File: src/rtl/rca_seq_ctrl_if.sv
// Handshake and adder-side bus of the ripple-carry adder sequencing controller.
// in_sub exists only when RCA_SUB_EN is defined.
interface rca_seq_ctrl_if;
   logic        in_valid;
   logic        in_ready;
   logic [15:0] in_a;
   logic [15:0] in_b;
   logic        in_cin;
   logic        in_acc;
`ifdef RCA_SUB_EN
   logic        in_sub;
`endif
   logic [15:0] add_a;
   logic [15:0] add_b;
   logic        add_cin;
   logic [15:0] add_sum;
   logic        add_cout;
   logic        out_valid;
   logic        out_ready;
   logic [15:0] out_sum;
   logic        out_cout;
   logic        out_ovf;

   // Controller view
   modport slave (
`ifdef RCA_SUB_EN
      input  in_sub,
`endif
      input  in_valid, in_a, in_b, in_cin, in_acc, add_sum, add_cout, out_ready,
      output in_ready, add_a, add_b, add_cin, out_valid, out_sum, out_cout, out_ovf
   );

   // Producer, consumer and adder view
   modport master (
`ifdef RCA_SUB_EN
      output in_sub,
`endif
      output in_valid, in_a, in_b, in_cin, in_acc, add_sum, add_cout, out_ready,
      input  in_ready, add_a, add_b, add_cin, out_valid, out_sum, out_cout, out_ovf
   );
endinterface

File: src/rtl/rca_seq_ctrl.sv
// Operand/result sequencer around a 16-bit ripple-carry adder: hold inputs for SETTLE
// cycles, capture sum/cout, keep a 16-bit accumulator. RCA_SUB_EN adds in_sub (a - b).
module rca_seq_ctrl #(
   parameter int unsigned SETTLE = 16,
   parameter int unsigned CNT_W  = 5
) (
   input  logic              clk,
   input  logic              rst_n,
   rca_seq_ctrl_if.slave     bus,
   output logic              busy
);

   typedef enum logic [1:0] {IDLE, WAIT, DONE} state_t;

   state_t             state_q;
   logic [CNT_W-1:0]   cnt_q;
   logic [15:0]        acc_q;
   logic [15:0]        add_a_q;
   logic [15:0]        add_b_q;
   logic               add_cin_q;
   logic [15:0]        out_sum_q;
   logic               out_cout_q;
   logic               out_ovf_q;
   logic               out_valid_q;
   logic               in_ready_q;
   logic               busy_q;

   always_ff @(posedge clk or negedge rst_n) begin
      if (!rst_n) begin
         state_q     <= IDLE;
         cnt_q       <= '0;
         acc_q       <= '0;
         add_a_q     <= '0;
         add_b_q     <= '0;
         add_cin_q   <= 1'b0;
         out_sum_q   <= '0;
         out_cout_q  <= 1'b0;
         out_ovf_q   <= 1'b0;
         out_valid_q <= 1'b0;
         in_ready_q  <= 1'b1;
         busy_q      <= 1'b0;
      end else begin
         unique case (state_q)
            IDLE: begin
               if (bus.in_valid) begin
                  add_a_q <= bus.in_acc ? acc_q : bus.in_a;
`ifdef RCA_SUB_EN
                  // Subtract as a + ~b + 1; in_cin is irrelevant then.
                  add_b_q   <= bus.in_sub ? ~bus.in_b : bus.in_b;
                  add_cin_q <= bus.in_sub | bus.in_cin;
`else
                  add_b_q   <= bus.in_b;
                  add_cin_q <= bus.in_cin;
`endif
                  cnt_q      <= CNT_W'(SETTLE - 1);
                  in_ready_q <= 1'b0;
                  busy_q     <= 1'b1;
                  state_q    <= WAIT;
               end
            end
            WAIT: begin
               if (cnt_q != '0) begin
                  cnt_q <= cnt_q - CNT_W'(1);
               end else begin
                  out_sum_q   <= bus.add_sum;
                  out_cout_q  <= bus.add_cout;
                  acc_q       <= bus.add_sum;
                  out_ovf_q   <= (add_a_q[15] == add_b_q[15]) & (bus.add_sum[15] != add_a_q[15]);
                  out_valid_q <= 1'b1;
                  state_q     <= DONE;
               end
            end
            DONE: begin
               if (bus.out_ready) begin
                  out_valid_q <= 1'b0;
                  in_ready_q  <= 1'b1;
                  busy_q      <= 1'b0;
                  state_q     <= IDLE;
               end
            end
            default: state_q <= IDLE;
         endcase
      end
   end

   assign bus.in_ready  = in_ready_q;
   assign bus.add_a     = add_a_q;
   assign bus.add_b     = add_b_q;
   assign bus.add_cin   = add_cin_q;
   assign bus.out_valid = out_valid_q;
   assign bus.out_sum   = out_sum_q;
   assign bus.out_cout  = out_cout_q;
   assign bus.out_ovf   = out_ovf_q;
   assign busy          = busy_q;

endmodule

File: src/flat_wrapper.sv
// flat-port wrapper written by rule: the top's interface ports become plain ports
module rca_seq_ctrl_flat 
#(
   parameter int unsigned SETTLE = 16,
   parameter int unsigned CNT_W  = 5
)
  (clk, rst_n, busy, bus_in_valid, bus_in_a, bus_in_b, bus_in_cin, bus_in_acc, bus_add_sum, bus_add_cout, bus_out_ready, bus_in_ready, bus_add_a, bus_add_b, bus_add_cin, bus_out_valid, bus_out_sum, bus_out_cout, bus_out_ovf);
  rca_seq_ctrl_if bus_i ();
  input  logic clk;
  input  logic rst_n;
  output logic busy;
  input wire logic [$bits(bus_i.in_valid)-1:0] bus_in_valid;
  input wire logic [$bits(bus_i.in_a)-1:0] bus_in_a;
  input wire logic [$bits(bus_i.in_b)-1:0] bus_in_b;
  input wire logic [$bits(bus_i.in_cin)-1:0] bus_in_cin;
  input wire logic [$bits(bus_i.in_acc)-1:0] bus_in_acc;
  input wire logic [$bits(bus_i.add_sum)-1:0] bus_add_sum;
  input wire logic [$bits(bus_i.add_cout)-1:0] bus_add_cout;
  input wire logic [$bits(bus_i.out_ready)-1:0] bus_out_ready;
  output wire logic [$bits(bus_i.in_ready)-1:0] bus_in_ready;
  output wire logic [$bits(bus_i.add_a)-1:0] bus_add_a;
  output wire logic [$bits(bus_i.add_b)-1:0] bus_add_b;
  output wire logic [$bits(bus_i.add_cin)-1:0] bus_add_cin;
  output wire logic [$bits(bus_i.out_valid)-1:0] bus_out_valid;
  output wire logic [$bits(bus_i.out_sum)-1:0] bus_out_sum;
  output wire logic [$bits(bus_i.out_cout)-1:0] bus_out_cout;
  output wire logic [$bits(bus_i.out_ovf)-1:0] bus_out_ovf;
  assign bus_i.in_valid = bus_in_valid;
  assign bus_i.in_a = bus_in_a;
  assign bus_i.in_b = bus_in_b;
  assign bus_i.in_cin = bus_in_cin;
  assign bus_i.in_acc = bus_in_acc;
  assign bus_i.add_sum = bus_add_sum;
  assign bus_i.add_cout = bus_add_cout;
  assign bus_i.out_ready = bus_out_ready;
  assign bus_in_ready = bus_i.in_ready;
  assign bus_add_a = bus_i.add_a;
  assign bus_add_b = bus_i.add_b;
  assign bus_add_cin = bus_i.add_cin;
  assign bus_out_valid = bus_i.out_valid;
  assign bus_out_sum = bus_i.out_sum;
  assign bus_out_cout = bus_i.out_cout;
  assign bus_out_ovf = bus_i.out_ovf;
  rca_seq_ctrl #(.SETTLE(SETTLE), .CNT_W(CNT_W)) u_core (.clk(clk), .rst_n(rst_n), .bus(bus_i), .busy(busy));
endmodule
File: config.mk
export PLATFORM = sky130hd
export DESIGN_NAME = rca_seq_ctrl_flat
export DESIGN_NICKNAME = d
export VERILOG_FILES = /design/src/rtl/rca_seq_ctrl_if.sv /design/src/rtl/rca_seq_ctrl.sv /design/src/flat_wrapper.sv
export SDC_FILE = /design/constraint.sdc
export NUM_CORES = 1
export LEC_CHECK = 0
export CORE_MARGIN = 4
export CORE_UTILIZATION = 43
export CTS_CLUSTER_DIAMETER = 30
export CTS_CLUSTER_SIZE = 30
export DETAILED_ROUTE_END_ITERATION = 10
export PLACE_DENSITY_LB_ADDON = 0.3
export SLEW_MARGIN = 25
export SYNTH_ARGS = -nofsm -noshare
export SYNTH_HDL_FRONTEND = slang
export SYNTH_SLANG_ARGS = --single-unit
export TNS_END_PERCENT = 20
File: constraint.sdc
create_clock -name clk -period 2.1 [get_ports clk]
set_input_delay 0.42 -clock clk [delete_from_list [all_inputs] [get_ports clk]]
set_output_delay 0.42 -clock clk [all_outputs]
set_load 0.01 [all_outputs]
==> impl_metrics.py, run 1 <==
metrics = {
    "status": {
        "status": "complete, no violations",
    },
    "synthesis": {
        "syn_area_per_cell_um2": 13.4,
        "netlist.area_leader.share": 0.571,
        "synthDistinctLibCells": 29,
        "synth_edf_count": 0,
        "synthFlopType": "dfrtp_1",
        "netlist_area_um2": 2630,
        "synth_top_cell_by_area": "dfrtp_1",
        "synth_most_common_cell": "dfrtp_1",
        "syn_inst": 196,
        "synth.area.top_cells": "dfrtp_1 57%, mux2_4 10%, mux2_2 7.3%, mux2i_1 6.1%, a21oi_1 4.0%",
        "synth_commonest_cells": "60 x dfrtp_1, 21 x a21oi_1, 19 x nor2_1, 18 x mux2_4, 17 x mux2_2",
        "ys_seq_area_frac": 0.581,
        "async_flop_share": 1.00,
        "synthesis.nets": 252,
        "yosysWarningCount": 0,
        "synth_seq_cells": 61,
    },
    "detailed_routing": {
        "routedWlPerCell_um": 15.5,
        "antenna_left": 0,
        "drt_iter0_drc": 95,
        "vias": 1908,
        "route.detailed.drc": 0,
        "finalWirelength_um": 6040,
        "viasPerCell": 4.88,
        "dr.pass1.iters": 4,
    },
    "grt": {
        "grtUsageTotal": 0.171,
        "grt_overflow": 0,
        "grt_pass1_wl_um": 9690,
        "grt_max_degree": 62,
        "antenna_found_initial": 0,
        "grt_pass1_vias": 1987,
    },
    "cts": {
        "ctsResizeCount": 0,
        "cts_buffers": 9,
        "clk_pin_slew_ns": 0.07,
        "cts_hold_buf": 0,
        "cts_setup_buffers": 0,
        "clk_path_buf_depth": 2,
        "cts_tree": "done",
        "worst_skew_pair.late_latency_ns": 0.34,
        "cts.sinks": 61,
        "cts-root-buf": "clkbuf_8",
        "h-tree-depth": 3,
    },
    "timing": {
        "finalSetupViolations": 0,
        "fin_tns_setup_ns": 0,
        "slew_violations": 0,
        "rsz0062_at_grt": "false",
        "relSlewSlack": 0.695,
        "finalCritPeriodShare": 0.868,
        "fmax_mhz": 549,
        "setup_slack_ns": 0.278,
        "clock_skew_ns": 0.0107,
        "worstMarginPinSlew_ns": 0.454,
        "period_needed_ns": 1.82,
        "hold_violations": 0,
    },
    "critical_path": {
        "crit_buf_inv": 1,
        "cp_cell_sequence": "clkdlybuf4s50_1",
        "rrSetupSlack_ns": 0.40,
        "worstPathMaxFanout": 3,
        "reg2reg_depth": 6,
        "path_class": "reg -> out",
        "slowest_delay_ns": 0.54,
        "critPathCaptureType": "output pin",
        "crit-reg2reg-launch": "u_core.cnt_q[0]",
        "crit_family": "flip-flops",
        "cp-startpoint": "u_core.bus.in_ready",
        "cp.required_ns": 1.68,
        "rr_endpoint": "u_core.acc_q[5]",
        "startpoint_type": "register",
        "critPathSlowestCell": "dfstp_2",
        "worstPathArrival_ns": 1.40,
    },
    "place": {
        "dp_hpwl_um": 4370,
        "io_buffers": 108,
        "gp_congestion": 0.751,
        "dp_slack_ns": 0.161,
    },
    "floorplan": {
        "die_w_um": 86.2,
        "dieArea_um2": 7430,
        "rows": 28,
        "die_h_um": 86.2,
        "ios": 109,
        "initial_core_util": 0.444,
        "coreArea_um2": 5920,
    },
    "job": {
        "maxCapViolCount": 0,
    },
    "power_and_ir_drop": {
        "ir_drop_mv": 0.650,
        "p_leak_nw": 1.72,
        "finalPower_mw": 5.40,
        "power_density_nw_per_um2": 1360,
    },
    "cells_and_area": {
        "area_delta_synth_final_pct": 50.7,
        "layout-drive-gt1-share": 0.199,
        "fin_util": 0.669,
        "fill_cells": 451,
        "nNetsFinal": 367,
        "diodes": 0,
    },
    "min_path": {
        "min_path_type": "in -> async",
    },
}
==> logic make-up (layout without fill, tap and decap cells) <==
kind of cell    count (synthesis)  in the layout  synth area share
simple gates                   35             35            0.0742
flops                          61             61             0.581
compound gates                 33             33            0.0699
buf+inv                        15            135            0.0338
fa+ha+maj                       1              1           0.00476
mux                            51             51             0.236
==> worst max-delay path by stage <==
stage / to / depth (start not counted)
after CTS: bus_in_ready / 1
after detailed placement: u_core.bus.add_b[13] / 4
after global routing: bus_in_ready / 1
after global placement: u_core.bus.add_b[12] / 4
final: bus_in_ready / 1
after floorplan: u_core.cnt_q[3] / 5
==> registers in the layout, summed over array words and instances (netlist names) <==
register / flops
u_core.bus.out_cout: 1
u_core.bus.out_ovf: 1
u_core.busy: 1
u_core.bus.in_ready: 1
u_core.bus.add_a: 16
u_core.bus.out_valid: 1
u_core.cnt_q: 5
u_core.bus.add_cin: 1
u_core.state_q: 2
u_core.bus.add_b: 16
u_core.acc_q: 16
==> stage by stage <==
step | hold slack, ns | std cells | area (um^2)
finish | 0.0714 | 391 | 3960
global route | 0.102 | 391 | 3960
CTS | 0.0831 | 391 | 3960
detailed placement | 0.450 | 375 | 3800
global placement | 0.451 | 375 | 3800
floorplan | 0.124 | 196 | 2630
==> cells in the final DEF (no fill, tap or decap), types with 5 or more instances in the layout <==
cell and n:
mux2_4 18, mux2_2 17, mux2i_1 16, clkdlybuf4s50_1 107
o21ai_0 5, dfrtp_1 60, a21oi_1 21, nor2_1 19
clkbuf_8 9, inv_1 5
==> report_power, final <==
| part | total, mW | leakage [nW] | internal (mW) | switching (mW) |
|---|---|---|---|---|
| sequential | 2.11 | 0.695 | 1.73 | 0.378 |
| combinational | 2.43 | 0.937 | 1.55 | 0.878 |
| clock | 0.860 | 0.0829 | 0.420 | 0.440 |
| total | 5.40 | 1.72 | 3.70 | 1.70 |
==> layer usage <==
metal / share of wire / GRT usage / routed length (um)
met1: 0.44 / 0.222 / 2680
met2: 0.49 / 0.271 / 2940
met3: 0.051 / 0.0371 / 309
met4: 0.018 / 0.0850 / 110
met5: 0 / 0 / 0
==> area by class of cell <==
class	count	area (um^2)	area share
timing repair buffer	114	1150	0.289
multi-input combinational	120	1020	0.257
clock inverter	5	27.5	0.00694
sequential	61	1530	0.385
inverter	5	18.8	0.00473
clock buffer	11	131	0.0331
tap	75	93.8	0.0237
==> worst register-to-register path: cells and delay by family, from the launching register on <==
| kind | cells | cell delay [ns] |
|---|---|---|
| buffers and inverters | 2 | 0.28 |
| DFF | 1 | 0.40 |
| muxes | 1 | 0.32 |
| adders and majority gates | 1 | 0.23 |
| and+or+nand+nor | 2 | 0.37 |
Note: power is estimated with default switching activity, not from simulation.
==> run 2: changes to the inputs <==
--- a/config.mk
+++ b/config.mk
@@ -8,7 +8,6 @@
 export CORE_MARGIN = 4
 export CORE_UTILIZATION = 43
 export CTS_CLUSTER_DIAMETER = 30
-export CTS_CLUSTER_SIZE = 30
 export DETAILED_ROUTE_END_ITERATION = 10
 export PLACE_DENSITY_LB_ADDON = 0.3
 export SLEW_MARGIN = 25
==> results of run 2 <==
Final layout, timing and power as in run 1 (identical DEF).
